## src/rtl/operand_stack.sv

```systemverilog
// LIFO operand stack for the stack processor: PUSH/POP/BINOP with combinational
// TOS/NOS views for the ALU, sticky overflow/underflow flags, and refusal at the bounds.
module operand_stack #(
  parameter int unsigned WIDTH = 8,
  parameter int unsigned DEPTH = 16,
  parameter int unsigned PTRW  = $clog2(DEPTH)
) (
  input  logic             clk,
  input  logic             rst,
  input  logic [1:0]       op,
  input  logic [WIDTH-1:0] push_data,
  input  logic [WIDTH-1:0] alu_res,
  output logic [WIDTH-1:0] tos,
  output logic [WIDTH-1:0] nos,
  output logic [PTRW:0]    count,
  output logic             empty,
  output logic             full,
  output logic             ovf,
  output logic             unf
);

  localparam int unsigned CW = PTRW + 1;
  localparam logic [CW-1:0] DEPTH_C = CW'(DEPTH);

  typedef enum logic [1:0] {
    OP_NOP   = 2'b00,
    OP_PUSH  = 2'b01,
    OP_POP   = 2'b10,
    OP_BINOP = 2'b11
  } op_e;

  logic [WIDTH-1:0] r_mem [DEPTH];
  logic [CW-1:0]    r_count;
  logic             r_ovf;
  logic             r_unf;

  op_e              w_op;
  logic             w_empty;
  logic             w_full;
  logic             w_ge2;
  logic [PTRW-1:0]  w_wr_idx;
  logic [PTRW-1:0]  w_tos_idx;
  logic [PTRW-1:0]  w_nos_idx;
  logic             w_push_ok;
  logic             w_bin_ok;
  logic             w_ovf_set;
  logic             w_unf_set;
  logic [CW-1:0]    w_count_nxt;

  assign w_op      = op_e'(op);
  assign w_empty   = (r_count == CW'(0));
  assign w_full    = (r_count == DEPTH_C);
  assign w_ge2     = (r_count >= CW'(2));
  assign w_wr_idx  = PTRW'(r_count);
  assign w_tos_idx = PTRW'(r_count - CW'(1));
  assign w_nos_idx = PTRW'(r_count - CW'(2));

  // Op decode: legal ops move the count by one, illegal ones only raise a flag.
  always_comb begin
    w_push_ok   = 1'b0;
    w_bin_ok    = 1'b0;
    w_ovf_set   = 1'b0;
    w_unf_set   = 1'b0;
    w_count_nxt = r_count;
    case (w_op)
      OP_PUSH: begin
        if (!w_full) begin
          w_push_ok   = 1'b1;
          w_count_nxt = r_count + CW'(1);
        end else begin
          w_ovf_set = 1'b1;
        end
      end
      OP_POP: begin
        if (!w_empty) begin
          w_count_nxt = r_count - CW'(1);
        end else begin
          w_unf_set = 1'b1;
        end
      end
      OP_BINOP: begin
        if (w_ge2) begin
          w_bin_ok    = 1'b1;
          w_count_nxt = r_count - CW'(1);
        end else begin
          w_unf_set = 1'b1;
        end
      end
      default: ;
    endcase
  end

  always_ff @(posedge clk or negedge rst) begin
    if (!rst) begin
      r_count <= '0;
      r_ovf   <= 1'b0;
      r_unf   <= 1'b0;
    end else begin
      r_count <= w_count_nxt;
      if (w_ovf_set) r_ovf <= 1'b1;
      if (w_unf_set) r_unf <= 1'b1;
    end
  end

  // Storage is not reset; every read is masked by the count.
  always_ff @(posedge clk) begin
    if (rst && w_push_ok) begin
      r_mem[w_wr_idx] <= push_data;
    end else if (rst && w_bin_ok) begin
      r_mem[w_nos_idx] <= alu_res;
    end
  end

  assign tos   = w_empty ? '0 : r_mem[w_tos_idx];
  assign nos   = w_ge2 ? r_mem[w_nos_idx] : '0;
  assign count = r_count;
  assign empty = w_empty;
  assign full  = w_full;
  assign ovf   = r_ovf;
  assign unf   = r_unf;

endmodule
```

## config.mk

```make
export PLATFORM = sky130hd
export DESIGN_NAME = operand_stack
export DESIGN_NICKNAME = d
export VERILOG_FILES = /design/src/rtl/operand_stack.sv
export SDC_FILE = /design/constraint.sdc
export NUM_CORES = 1
export LEC_CHECK = 0
export ABC_CLOCK_PERIOD_IN_PS = 3600
export BUFFER_PORTS_ARGS = -buffer_cell sky130_fd_sc_hd__buf_2
export CAP_MARGIN = 20
export CORE_MARGIN = 2
export CORE_UTILIZATION = 50
export DETAILED_ROUTE_END_ITERATION = 10
export PLACE_DENSITY_LB_ADDON = 0.12
export RECOVER_POWER = 25
export SLEW_MARGIN = 20
export SYNTH_ARGS = -nofsm -noshare
export SYNTH_HDL_FRONTEND = slang
export SYNTH_SLANG_ARGS = --single-unit
export TNS_END_PERCENT = 50
```

## constraint.sdc

```tcl
create_clock -name clk -period 3.6 [get_ports clk]
set_input_delay 0.72 -clock clk [delete_from_list [all_inputs] [get_ports clk]]
set_output_delay 0.72 -clock clk [all_outputs]
set_load 0.03 [all_outputs]
```

# == Word level (Yosys, flattened, before mapping) ==
# Memory sizes are Yosys's and may differ from the RTL's.
# Index checks and enable logic that the tools add are counted.
# word_totals
inputBits,20
word_cells,44
n_memories,1
out_inout_bits,25
register_bits,7
ramBits,128
# classes
n_reduce_logical,6
muxes,23
n_lt_le_gt_ge,1
n_eq_ne,7
add_sub_neg,3
# mem_list
memory,depth,width,rd,rd_ports_with_merged_regs,write_ports,line_no,source
r_mem,16,8,2,0,1,32,logic [WIDTH-1:0] r_mem [DEPTH];
# ops
op,count
2-to-1 mux 8 bit,3
2-to-1 mux 5 bit,3
case mux 5 bit (3 select lines),1
2-to-1 mux 1 bit,14
OR reduction 8 bit,1
"inequality test 2 bit, second input constant",3
"adder 5 x 1 -> 5 bit, second input constant",1
"== test 5 bit, second input constant",1
"greater-or-equal comparator 5 x 2 -> 1 bit, second input constant",1
zero test 5 bit,1
"subtractor 5 x 1 -> 5 bit, second input constant",1
"== test 2 bit, second input constant",2
2-to-1 mux 4 bit,1
AND reduction 4 bit,1
"subtractor 4 x 2 -> 4 bit, second input constant",1
nonzero test 3 bit,1
"== test 2 x 1 -> 1 bit, second input constant",1
logical AND 1 bit,2
case mux 1 bit (2 select lines),1

# == Logic depth before layout (Yosys ltp) ==
# logic_depth
ltp_word,9
ltp_mapped,11

# == Worst setup path after synthesis ==
# No wires, ideal clock.
# synth_timing
kind,flip-flop to output port
from,"register r_count[0], in the netlist count[0]"
to,output tos[2]
t_required_ns,2.880
arrival_time_ns,2.983
n_path_buf,6
slack_ns,-0.103
stages_incl_launch_ff,12
cell_sequence,dfrtp_1 -> buf_2 -> buf_4 -> buf_2 -> inv_1 -> ha_1 -> buf_2 -> buf_6 -> buf_6 -> mux4_2 -> mux2i_1 -> a32oi_1
# synth_via
elab_chain_cells,3
word_cells_on_any_way,4
cone_classes,add/sub: 1; mux: 1; reduce/logical: 1; memory: 1
# synth_lines
element,line_no,source
start: declaration,33,logic [CW-1:0] r_count;
start signal: assignment,99,r_count <= w_count_nxt;
subtractor 5 x 1 -> 5 bit,--,
memory (16 x 8 bit),--,
2-to-1 mux 8 bit (*),114,assign tos = w_empty ? '0 : r_mem[w_tos_idx];
end: declaration,13,"output logic [WIDTH-1:0] tos,"
# Mark *: on every way between the ends. The rest lies on a longest branch, timed or not.

# == Worst setup path in the final report ==
# layout_timing
from,"register r_count[0], in the netlist count[0]"
to,output tos[6]
# Same word-level chain as after synthesis.

==> out/qor.txt <==
reg2reg end: r_mem[12][0]
Tightest Hold Check Type: primary input to async pin
Comb power frac: 54.7%
first-pass GRT wire length: 24.6 mm
Pleak: 2.74 nW
worst r2r src: count[1]
relative slew slack: 21.7%
total track usage: 24.0%
DRT Pass-1 Iters: 5
CTS Hold Buffers Added: 0
largest area contributor in the netlist: edfxtp_1
antenna cells: 0
Avg WL per Cell: 25.6 µm
period utilization: 96.6%
Die Width: 121 µm
Final Hold Viols: 0
CTS HTree Levels: 4
Antenna Nets Post-Route: 0
total wire length: 16.4 mm
Hold WS: 0.286 ns
Final WS setup: 0.123 ns
met2 usage: 38.1%
Detailed Place HPWL: 11.0 mm
CTS buffer count: 17
asr flop ratio synth: 5.19%
WP data arrival: 2.76 ns
R2R Setup Slk: 0.47 ns
internal cell power: 4.94 mW
starting density of the core: 51.6%
Worst Path Required: 2.88 ns
Synth Net Count: 419
GR Overflow Total: 0
Initial DRC Count: 322
row count: 42
Slew @ Worst Pin: 1.17 ns
syn_area_per_cell: 17.5 µm²
Reg power frac: 23.2%
# IOs: 45
Die Span Y: 121 µm
Worst setup EP type: output port
synth top area cells: edfxtp_1, mux4_2, mux2i_1
Post-Syn Area: 6850 µm²
global routing's busiest layer: met2
Worst-Skew Late Latency: 0.42 ns
root buf cell: clkbuf_16
RePlAce Congestion: 0.850
Final #Nets: 480
synth unique cells: 49
layout cell share with drive strength beyond 1: 37.8%
f_max: 288 MHz
number of synthesized flops with an enable pin: 128
setup TNS: 0 ns
sequential-to-total area share from yosys stat: 58.6%
YS warnings: 0
core area: 13300 µm²
max-cap viol count: 0
Power Density: 1040 nW/µm²
met3 usage: 6.02%
largest net degree at the start of global routing: 73
Final min period: 3.48 ns
Global Route met1 Usage: 31.9%
CTS sink cnt: 135
switch share: 40.9%
clock slew at reported path FFs: 0.06 ns
Post-Synthesis Cells: 392
Layout area overhead: 17.1%
status: completed
vias after detailed routing: 4070
vias in the first global route: 4046
Clock Power Share: 22.1%
R2R cell count: 8
Bufs on Longest Clock Path: 2
drt via density: 6.35
final setup fails: 0
sw power: 3.42 mW
CP Class: register to output port
CTS tree: yes
VDD IR max: 0.000556 V
Util after Layout: 60.4%
RSZ-0062 raised after global routing: false
port bufs: 44
initial antenna violation count: 0
FF+latch count, synth: 135
Worst Setup Start Kind: register
Residual DRC: 0
share of Yosys cell area claimed by the top area cell type: 56.1%
skew final: 0.00553 ns
dpl ws: 0.484 ns
leading register cell type out of synthesis: edfxtp_1
Max Slew Vio Count: 0
Total Die Area: 14700 µm²
Worst Path Max Fanout: 26
-- through the flow --
step	total power, mW	instance area (µm²)	instances
CTS	8.40	8040	641
detailed placement	6.55	7400	610
finish	8.36	8020	641
floorplan	5.32	6900	392
global placement	6.53	7400	610
global route	8.73	8020	641
-- what timing repair did --
action / CTS / global route
setup endpoints to repair: 0 / 12
buffers inserted: 0 / 0
resized for setup: 0 / 4
-- cells by family (layout without fill, tap and decap cells) --
kind of cell	after synthesis	count (layout)	share of synthesized area (%)
DFF	135	135	58.6
muxes	100	100	26.5
AOI/OAI and AO/OA	58	58	5.71
and+or+nand+nor	55	55	4.76
buffers and inverters	33	106	2.54
adders and majority gates	7	7	1.28
xor gates and xnor gates	4	4	0.621
-- power by group through the flow --
stage	combinational [mW]	clock [mW]	sequential, mW
global route	4.84	1.94	1.96
detailed placement	4.58	0	1.97
floorplan	3.31	0	2.02
global placement	4.57	0	1.96
CTS	4.59	1.87	1.94
finish	4.57	1.85	1.94
-- routing by layer --
layer	wire, µm	part of all wire, %
met1	6960	42
met2	8070	49
met3	848	5.2
met4	520	3.2
met5	0	0
-- critical path: stages, from the launching register on --
cell and delay (ns):
dfrtp_4 0.42, inv_1 0.09, ha_1 0.36, buf_12 0.26, mux4_2 0.54, mux2i_1 0.33
a32oi_2 0.10, buf_2 0.21
-- layout by cell type, fill, tap and decap left out, drive strengths merged, types with 2 or more instances in the layout --
cell and count:
nand3 10, nand4 2, nor4bb 2, a21oi 21, o21ai 4, xor2 2, clkbuf 26, mux4 64
nor2 6, a31oi 4, edfxtp 128, mux2i 27, mux2 9, a21o 2, nor2b 3, inv 7
xnor2 2, bufinv 5, o211ai 2, ha 7, o22ai 8, clkinv 8, nand2 5, a32oi 9
dfrtp 7, nand2b 17, or3 2, buf 59, and2 3
-- synth_stat cells, types with 3 or more instances --
cell type / count
dfrtp_1: 7
nor2b_1: 3
mux4_2: 64
clkbuf_1: 4
nor2_1: 5
mux2i_1: 27
nand2b_1: 17
a31oi_1: 4
and2_1: 3
o22ai_1: 8
a32oi_1: 8
ha_1: 7
nand3_1: 10
inv_1: 7
nand2_1: 5
buf_4: 5
mux2_2: 8
buf_2: 12
a21oi_1: 20
o21ai_0: 4
edfxtp_1: 128
-- sequential cells by signal (all words and copies together) (netlist names) --
signal / count
count: 5
ovf: 1
unf: 1
r_mem: 128
-- final cells by class --
type	instances	area (µm²)
clock buffer	17	425
clock inverter	14	208
fill	982	5270
inverter	7	26.3
multi-input combinational	224	2710
sequential	135	4020
tap	176	220
timing repair buffer	68	409
-- how the worst max path moves through the flow --
stage	startpoint	to	slack (ns)	depth (start not counted)
final	count[0]	tos[6]	0.12	7
after global routing	count[1]	tos[6]	0.02	7
after CTS	count[1]	tos[1]	0.04	7
after detailed placement	count[1]	tos[1]	0.48	7
after global placement	count[0]	tos[1]	0.49	7
after floorplan	count[0]	tos[0]	0.05	10
(Power assumes the default switching activity.)
